$ cat src/rtl/smg_scan_if.sv
// Signal bundle between the taxi-meter top level and the seven-segment scan sequencer.
// The top level drives the controls and BCD values; the sequencer drives the digit/mode selects.
interface smg_scan_if;
    logic        en;
    logic        auto_en;
    logic        key_mode;
    logic [15:0] fee;
    logic [15:0] distance;
    logic [1:0]  Bit_Sel;
    logic        d_m;
    logic        blank;
    logic        frame_done;
    logic        mode_chg;

    modport master (
        output en, auto_en, key_mode, fee, distance,
        input  Bit_Sel, d_m, blank, frame_done, mode_chg
    );

    modport slave (
        input  en, auto_en, key_mode, fee, distance,
        output Bit_Sel, d_m, blank, frame_done, mode_chg
    );
endinterface

$ cat src/rtl/smg_scan_ctrl.sv
// Digit-scan and fee/distance sequencer for the 4-digit seven-segment display.
// d_m only changes on frame boundaries, so one frame never mixes fee and distance digits.
module smg_scan_ctrl #(
    parameter int SCAN_DIV    = 50000,
    parameter int HOLD_FRAMES = 500,
    parameter int DEB_CYCLES  = 20
) (
    input  logic       clk,
    input  logic       rst_n,
    smg_scan_if.slave  bus
);

    localparam int PW = $clog2(SCAN_DIV);
    localparam int FW = (HOLD_FRAMES > 1) ? $clog2(HOLD_FRAMES) : 1;
    localparam int DW = (DEB_CYCLES > 1) ? $clog2(DEB_CYCLES) : 1;

    localparam logic [PW-1:0] PRE_LAST  = PW'(SCAN_DIV - 1);
    localparam logic [FW-1:0] HOLD_LAST = FW'(HOLD_FRAMES - 1);
    localparam logic [DW-1:0] DEB_LAST  = DW'(DEB_CYCLES - 1);

    localparam logic [0:0] ST_FEE  = 1'b0;
    localparam logic [0:0] ST_DIST = 1'b1;

    logic [PW-1:0] pre_cnt;
    logic [1:0]    bit_sel;
    logic [0:0]    state;
    logic          frame_done_q;
    logic          mode_chg_q;
    logic [FW-1:0] frame_cnt;
    logic          toggle_pending;
    logic          sync1;
    logic          sync2;
    logic [DW-1:0] deb_cnt;
    logic          key_state;
    logic          blank_c;
    logic [15:0]   shown;

    logic tick;
    logic boundary;
    logic key_diff;
    logic key_accept;
    logic press;
    logic do_toggle;

    assign tick       = bus.en && (pre_cnt == PRE_LAST);
    assign boundary   = tick && (bit_sel == 2'd3);
    assign key_diff   = (sync2 != key_state);
    assign key_accept = key_diff && (deb_cnt == DEB_LAST);
    assign press      = key_accept && sync2;
    // A pending press wins over auto expiry; both at once still give one toggle.
    assign do_toggle  = boundary && (toggle_pending || (bus.auto_en && (frame_cnt == HOLD_LAST)));

    // NOTE: every clocked register uses <= so all flops sample pre-edge values, like real hardware.
    always_ff @(posedge clk or negedge rst_n) begin
        if (!rst_n) begin
            pre_cnt      <= '0;
            bit_sel      <= 2'd0;
            frame_done_q <= 1'b0;
        end else begin
            frame_done_q <= boundary;
            if (tick) begin
                pre_cnt <= '0;
                bit_sel <= bit_sel + 2'd1;
            end else if (bus.en) begin
                pre_cnt <= pre_cnt + PW'(1);
            end
        end
    end

    always_ff @(posedge clk or negedge rst_n) begin
        if (!rst_n) begin
            state      <= ST_FEE;
            mode_chg_q <= 1'b0;
        end else begin
            mode_chg_q <= do_toggle;
            case (state)
                ST_FEE:  if (do_toggle) state <= ST_DIST;
                ST_DIST: if (do_toggle) state <= ST_FEE;
                default: state <= ST_FEE;
            endcase
        end
    end

    always_ff @(posedge clk or negedge rst_n) begin
        if (!rst_n) begin
            frame_cnt <= '0;
        end else if (!bus.auto_en) begin
            frame_cnt <= '0;
        end else if (boundary) begin
            if (toggle_pending || (frame_cnt == HOLD_LAST)) frame_cnt <= '0;
            else                                            frame_cnt <= frame_cnt + FW'(1);
        end
    end

    // A press landing on a boundary sets pending and is served at the following boundary.
    always_ff @(posedge clk or negedge rst_n) begin
        if (!rst_n)        toggle_pending <= 1'b0;
        else if (press)    toggle_pending <= 1'b1;
        else if (boundary) toggle_pending <= 1'b0;
    end

    always_ff @(posedge clk or negedge rst_n) begin
        if (!rst_n) begin
            sync1     <= 1'b0;
            sync2     <= 1'b0;
            deb_cnt   <= '0;
            key_state <= 1'b0;
        end else begin
            sync1 <= bus.key_mode;
            sync2 <= sync1;
            if (!key_diff) begin
                deb_cnt <= '0;
            end else if (key_accept) begin
                key_state <= sync2;
                deb_cnt   <= '0;
            end else begin
                deb_cnt <= deb_cnt + DW'(1);
            end
        end
    end

    // NOTE: blank_c gets a default before the case so no path leaves it unassigned (no latch).
    always_comb begin
        blank_c = 1'b0;
        shown   = (state == ST_DIST) ? bus.distance : bus.fee;
        case (bit_sel)
            2'd0:    blank_c = (shown[15:12] == 4'd0);
            2'd1:    blank_c = (shown[15:8]  == 8'd0);
            2'd2:    blank_c = (shown[15:4]  == 12'd0);
            default: blank_c = 1'b0;
        endcase
    end

    assign bus.Bit_Sel    = bit_sel;
    assign bus.d_m        = state[0];
    assign bus.blank      = blank_c;
    assign bus.frame_done = frame_done_q;
    assign bus.mode_chg   = mode_chg_q;

endmodule
$ cat src/flat_wrapper.sv
// flat-port wrapper written by rule: the top's interface ports become plain ports
module smg_scan_ctrl_flat 
#(
    parameter int SCAN_DIV    = 50000,
    parameter int HOLD_FRAMES = 500,
    parameter int DEB_CYCLES  = 20
)
  (clk, rst_n, bus_en, bus_auto_en, bus_key_mode, bus_fee, bus_distance, bus_Bit_Sel, bus_d_m, bus_blank, bus_frame_done, bus_mode_chg);
  smg_scan_if bus_i ();
  input  logic clk;
  input  logic rst_n;
  input wire logic [$bits(bus_i.en)-1:0] bus_en;
  input wire logic [$bits(bus_i.auto_en)-1:0] bus_auto_en;
  input wire logic [$bits(bus_i.key_mode)-1:0] bus_key_mode;
  input wire logic [$bits(bus_i.fee)-1:0] bus_fee;
  input wire logic [$bits(bus_i.distance)-1:0] bus_distance;
  output wire logic [$bits(bus_i.Bit_Sel)-1:0] bus_Bit_Sel;
  output wire logic [$bits(bus_i.d_m)-1:0] bus_d_m;
  output wire logic [$bits(bus_i.blank)-1:0] bus_blank;
  output wire logic [$bits(bus_i.frame_done)-1:0] bus_frame_done;
  output wire logic [$bits(bus_i.mode_chg)-1:0] bus_mode_chg;
  assign bus_i.en = bus_en;
  assign bus_i.auto_en = bus_auto_en;
  assign bus_i.key_mode = bus_key_mode;
  assign bus_i.fee = bus_fee;
  assign bus_i.distance = bus_distance;
  assign bus_Bit_Sel = bus_i.Bit_Sel;
  assign bus_d_m = bus_i.d_m;
  assign bus_blank = bus_i.blank;
  assign bus_frame_done = bus_i.frame_done;
  assign bus_mode_chg = bus_i.mode_chg;
  smg_scan_ctrl #(.SCAN_DIV(SCAN_DIV), .HOLD_FRAMES(HOLD_FRAMES), .DEB_CYCLES(DEB_CYCLES)) u_core (.clk(clk), .rst_n(rst_n), .bus(bus_i));
endmodule
$ cat config.mk
export PLATFORM = sky130hd
export DESIGN_NAME = smg_scan_ctrl_flat
export DESIGN_NICKNAME = d
export VERILOG_FILES = /design/src/rtl/smg_scan_if.sv /design/src/rtl/smg_scan_ctrl.sv /design/src/flat_wrapper.sv
export SDC_FILE = /design/constraint.sdc
export NUM_CORES = 1
export LEC_CHECK = 0
export CORE_AREA = 2 2 68 70
export CTS_BUF_LIST = sky130_fd_sc_hd__clkbuf_16
export DETAILED_ROUTE_END_ITERATION = 8
export DIE_AREA = 0 0 70 72
export PLACE_DENSITY_LB_ADDON = 0.12
export SLEW_MARGIN = 30
export SYNTH_ARGS = -nofsm -noshare
export SYNTH_HDL_FRONTEND = slang
export SYNTH_SLANG_ARGS = --single-unit
$ cat constraint.sdc
create_clock -name clk -period 2.8 [get_ports clk]
set_input_delay 0.42 -clock clk [delete_from_list [all_inputs] [get_ports clk]]
set_output_delay 0.42 -clock clk [all_outputs]
set_load 0.01 [all_outputs]
After elaboration in Yosys (flattened, before gate mapping)
Index checks and enable logic that the tools add are counted.
W data, S select, Z words.
{"block": "word_totals", "register_bits": 39, "in_bits": 37, "output_inout_bits": 6, "elab_cells": 53}
{"block": "op_classes", "add_sub_neg": 4, "eq_ne": 8, "n_mux": 14, "bitwise": 1, "n_reduce_logical": 15}
{"op": "$mux W16", "count": 3}
{"op": "$mux W9", "count": 3}
{"op": "$add A16 B1 Y16 const B", "count": 1}
{"op": "$eq A16 B16 Y1 const B", "count": 1}
{"op": "$logic_not A12 Y1", "count": 1}
{"op": "$mux W5", "count": 2}
{"op": "$add A9 B1 Y9 const B", "count": 1}
{"op": "$eq A9 B9 Y1 const B", "count": 1}
{"op": "$logic_not A8 Y1", "count": 1}
{"op": "$logic_and A1 B1 Y1", "count": 6}
{"op": "$add A5 B1 Y5 const B", "count": 1}
{"op": "$eq A5 B5 Y1 const B", "count": 1}
{"op": "$eq A2 B2 Y1 const B", "count": 2}
{"op": "$logic_not A4 Y1", "count": 1}
{"op": "$mux W1", "count": 4}
{"op": "$reduce_bool A2 Y1", "count": 2}
{"op": "$pmux W1 S3", "count": 1}
{"op": "$add A2 B1 Y2 const B", "count": 1}
{"op": "$eq A2 B1 Y1 const B", "count": 1}
{"op": "$logic_not A2 Y1", "count": 1}
{"op": "$logic_or A1 B1 Y1", "count": 2}
{"op": "$ne A2 B1 Y1 const B", "count": 1}
{"op": "$pmux W1 S2", "count": 1}
{"op": "$reduce_and A2 Y1", "count": 1}
{"op": "2 further kinds", "count": 2}

Depth between registers and ports, before layout
{"block": "logic_depth", "ltp_word": 6, "mapped_depth": 6, "mapped_depth_nobuf": 5}

Worst setup path before layout
No wires, ideal clock.
{"block": "synth_path", "path_kind": "register to register", "start": "register u_core.pre_cnt[5]", "end": "register u_core.state (netlist: u_core.bus.d_m)", "setup_ps": 129, "t_arrival_ps": 1962, "required_time_ps": 2671, "path_slack_ps": 709, "path_stages_with_launch": 6, "n_path_buf": 1, "period_less_slack_ps": 2091, "cell_sequence": "dfrtp_1 -> or4b_4 -> or3_1 -> buf_2 -> or3_4 -> xnor2_2"}
{"block": "synth_via", "elab_chain_len": 6, "elab_cells_between_ends": 7, "cone_classes": "1 x eq/ne; 3 x mux; 3 x reduce/logical"}
{"item": "from (decl)", "line_no": "smg_scan_ctrl.sv:24", "rtl": "logic [PW-1:0] pre_cnt;"}
{"item": "from (signal assigned)", "line_no": "smg_scan_ctrl.sv:65", "rtl": "pre_cnt <= pre_cnt + PW'(1);"}
{"item": "$eq A16 B16 Y1 *", "line_no": "smg_scan_ctrl.sv:45", "rtl": "assign tick = bus.en && (pre_cnt == PRE_LAST);"}
{"item": "$logic_and A1 B1 Y1 *", "line_no": "smg_scan_ctrl.sv:45"}
{"item": "$logic_and A1 B1 Y1 *", "line_no": "smg_scan_ctrl.sv:46", "rtl": "assign boundary = tick && (bit_sel == 2'd3);"}
{"item": "$logic_and A1 B1 Y1 *", "line_no": "smg_scan_ctrl.sv:51", "rtl": "assign do_toggle = boundary && (toggle_pending || (bus.auto_en && (frame_cnt == HOLD_LAST)));"}
{"item": "$mux W1 (on tied branches)", "line_no": "smg_scan_ctrl.sv:78, smg_scan_ctrl.sv:77"}
{"item": "$pmux W1 S2 *", "line_no": "smg_scan_ctrl.sv:76", "rtl": "case (state)"}
{"item": "to (signal assigned)", "line_no": "smg_scan_ctrl.sv:77", "rtl": "ST_FEE: if (do_toggle) state <= ST_DIST;"}
{"item": "to (signal assigned)", "line_no": "smg_scan_ctrl.sv:78", "rtl": "ST_DIST: if (do_toggle) state <= ST_FEE;"}
{"item": "to (signal assigned)", "line_no": "smg_scan_ctrl.sv:79", "rtl": "default: state <= ST_FEE;"}
{"item": "to (decl)", "line_no": "smg_scan_ctrl.sv:26", "rtl": "logic [0:0] state;"}
Every way passes the cells marked *; elsewhere a longest branch is shown, timed or not.
A chain may end at the register's enable or synchronous reset.

Final worst setup path
{"block": "layout_path", "start": "input port bus_fee[8]", "end": "output port bus_blank"}
{"block": "layout_via", "elab_chain_len": 3, "elab_cells_between_ends": 4, "cone_classes": "2 x mux; 2 x reduce/logical"}
{"item": "from (decl)", "line_no": "flat_wrapper.sv:15", "rtl": "input wire logic [$bits(bus_i.fee)-1:0] bus_fee;"}
{"item": "$mux W16 *", "line_no": "smg_scan_ctrl.sv:125", "rtl": "shown = (state == ST_DIST) ? bus.distance : bus.fee;"}
{"item": "$logic_not A12 Y1 or $logic_not A8 Y1 (tied branches)", "line_no": "smg_scan_ctrl.sv:129, smg_scan_ctrl.sv:128"}
{"item": "$pmux W1 S3 *", "line_no": "smg_scan_ctrl.sv:126", "rtl": "case (bit_sel)"}
{"item": "to (decl)", "line_no": "flat_wrapper.sv:19", "rtl": "output wire logic [$bits(bus_i.blank)-1:0] bus_blank;"}
Marked as above.

==> summary.md <==
| Metric | Value |
|---|---|
| Vias in the first global route | 1,744 |
| GRT Total Usage | 19.47% |
| Hold Vio Cnt, Final | 0 |
| Die Y | 72 um |
| Worst Path Required | 2.38 ns |
| DRC viols | 0 |
| Area Overhead vs Synth | 26.44% |
| Synth top area cells | dfrtp_1 (46%), ha_1 (4.7%), xnor2_1 (4.5%) |
| Hold WC Path Type | primary input to asynchronous set/reset pin |
| Netlist cell types | 41 |
| Yosys warnings | 0 |
| PD cells | 492.2 nW/um^2 |
| Max stage delay on crit path | 0.46 ns |
| Post-route ant nets | 0 |
| Internal | 1.004 mW |
| Commonest register cell after synthesis | dfrtp_1 |
| Unrepaired setup endpoints after global routing | false |
| Ant diodes | 0 |
| Total Neg Setup Slack | 0 ns |
| Initial antenna violation count | 0 |
| Sequential power share | 49.6% |
| First-pass GRT wire length | 7.831 mm |
| Clock power share | 40.6% |
| PortBufs | 34 |
| TritonCTS Buffers | 5 |
| Power, Total | 1.325 mW |
| Combinational fraction of design power | 9.8% |
| DRT iter0 DRCs | 124 |
| Cell Area, Synth | 2130 um^2 |
| Nets@finish | 298 |
| Switching power | 321.4 uW |
| Run status | completed |
| CP Capture Type | output port |
| Syn Inst Count | 215 |
| Yosys top cell area share | 45.83% |
| DRT Pass-1 Iters | 4 |
| # rows | 24 |
| Slew at the pin closest to its max-slew limit | 0.5734 ns |
| Filler cells | 356 |
| Worst-path cell chain | clkdlybuf4s50_1, nor4_4, nand2_1, a221o_1, a211oi_1, dlymetal6s2s_1 |
| Max stage delay cell, worst path | clkdlybuf4s50_1 |
| Peak VDD IR | 0.3749 mV |
| Io pins | 43 |
| Min Tclk post-route | 2.394 ns |
| Worst-path maximum fanout | 2 |
| Initial core utilization | 49.94% |
| Syn nets | 260 |
| Sw Ratio | 24.25% |
| Via density | 5.654 |
| Final Max Tran Viols | 0 |
| Die Wd | 70 um |
| Critical Path AT | 1.97 ns |
| Post-synth top cells | dfrtp_1 (39), nor2_1 (16), nand2_1 (13) |
| Startpoint types | primary input |
| Routed length per instance | 14.61 um |
| Avg Cell Area, Syn | 9.905 um^2 |
| Clock Latency Late Sink | 0.28 ns |
| Tcrit/Tclk final | 85.49% |
| Area of the die | 5040 um^2 |
| Placer Congestion | 0.8231 |
| Total grt overflow | 0 |
| Core box area | 4264 um^2 |
| Final wirelength | 4.471 mm |
| Worst slew margin | 61.77% |
| CTS tree | done |
| Fraction of registers with async set/reset | 100.0% |
| Leak pwr | 1.153 nW |
| #FFs+latches synth | 39 |
| Root Driver | clkbuf_16 |
| Largest net degree at the start of global routing | 40 |
| Most instantiated library cell after synthesis | dfrtp_1 |
| H-tree Lvls | 2 |
| Setup CP Type | primary input to output port |
| Sink Count | 39 |
| Largest area contributor in the netlist | dfrtp_1 |
| Clock-pin slew on the worst setup and hold paths | 0.06 ns |
| Max frequency | 417.8 MHz |
| Layout cells sized above 1 | 6.693% |
| Final count of negative-setup-slack endpoints | 0 |
| DPL Wire Length | 3.215 mm |
| Vias | 1,730 |
| Seq/Total Area, Yosys | 45.83% |
| Setup Skew | 0.002746 ns |
| MaxCap Viol Count | 0 |
| Clk buf depth | 2 |
| Post-synth EDFFs | 0 |
power groups by stage:
stage	sequential, mW	clock (mW)	combinational, mW
final	0.657	0.538	0.130
after global routing	0.663	0.575	0.151
after CTS	0.656	0.554	0.131
after detailed placement	0.667	0	0.129
after global placement	0.665	0	0.126
after floorplan	0.654	0	0.0659
path summary, 6_finish.rpt:
kind | start | endpoint | slack [ns] | cells after the start
max in group asynchronous | rst_n | u_core.pre_cnt[12] | 2.36 | 1
worst max-delay path | bus_fee[8] | bus_blank | 0.41 | 6
worst max register to register | u_core.pre_cnt[5] | u_core.bus.Bit_Sel[1] | 0.55 | 4
worst min-delay path | rst_n | u_core.bus.d_m | 0.09 | 1
worst min register to register | u_core.sync1 | u_core.sync2 | 0.36 | 0
min in group clk | u_core.sync1 | u_core.sync2 | 0.36 | 0
critical path, delay by kind of cell:
family / cells / cell delay, ns
buffers and inverters: 2 / 0.65
AOI/OAI and AO/OA: 2 / 0.52
and+or+nand+nor: 2 / 0.38
metrics by stage:
| stage | util, % | hold slack (ns) | cell area, um^2 | std cells | worst slack [ns] |
|---|---|---|---|---|---|
| after detailed placement | 59.36 | 0.3477 | 2531 | 298 | -0.02982 |
| after CTS | 62.82 | 0.2844 | 2679 | 306 | 0.003473 |
| after floorplan | - | 0.1244 | 2130 | 215 | 0.7088 |
| after global placement | 59.36 | 0.3330 | 2531 | 298 | -0.01792 |
| after global routing | 63.15 | 0.1467 | 2693 | 306 | 0.3019 |
| final | 63.15 | 0.09389 | 2693 | 306 | 0.4064 |
final cells by class:
| type | count | area, um^2 | area share (%) |
|---|---|---|---|
| Clock inverter | 3 | 16.27 | 0.6041 |
| Multi-Input combinational cell | 158 | 1099 | 40.80 |
| Timing Repair Buffer | 38 | 370.4 | 13.75 |
| Clock buffer | 5 | 125.1 | 4.647 |
| Tap cell | 52 | 65.06 | 2.416 |
| Inverter | 11 | 41.29 | 1.533 |
| Sequential cell | 39 | 975.9 | 36.25 |
layer usage:
| layer | vias up | GRT usage, % | wire length [um] |
|---|---|---|---|
| li1 | 865 | - | - |
| met1 | 824 | 24.50 | 2052 |
| met2 | 37 | 32.80 | 2234 |
| met3 | 4 | 4.583 | 146 |
| met4 | 0 | 7.692 | 38 |
| met5 | - | 0 | 0 |
layout by cell type (no fill, tap or decap), types with 3 or more instances in the layout:
cell type / instances
a211oi_1: 4
a21boi_0: 7
and2_1: 4
and3_1: 5
and4_1: 3
buf_4: 5
clkbuf_16: 5
clkdlybuf4s50_1: 32
dfrtp_1: 39
ha_1: 8
inv_1: 12
nand2_1: 13
nand3_1: 9
nand4_1: 12
nor2_1: 16
nor2b_1: 3
nor3_1: 7
nor4_1: 8
o21ai_0: 7
o31ai_1: 6
xnor2_1: 11
xor2_1: 8
logic make-up after synthesis:
family                     share of synthesized area, %
DFF                                               45.83
buffers and inverters                             3.290
AOI/OAI and AO/OA                                 13.10
and+or+nand+nor                                   24.50
xor gates and xnor gates                          8.578
adders and majority gates                         4.701
registers in the layout, indices dropped and copies added (netlist names):
| name | cells |
|---|---|
| u_core.toggle_pending | 1 |
| u_core.bus.mode_chg | 1 |
| u_core.sync1 | 1 |
| u_core.bus.Bit_Sel | 2 |
| u_core.bus.d_m | 1 |
| u_core.bus.frame_done | 1 |
| u_core.deb_cnt | 5 |
| u_core.frame_cnt | 9 |
| u_core.pre_cnt | 16 |
| u_core.sync2 | 1 |
| u_core.key_state | 1 |
what timing repair did:
action	in CTS	in global routing
setup buffers	0	0
gates resized for setup	1	2
hold endpoints to repair	0	0
hold buffers	0	0
setup endpoints to repair	1	1
Power figures use the tool's default switching activity.
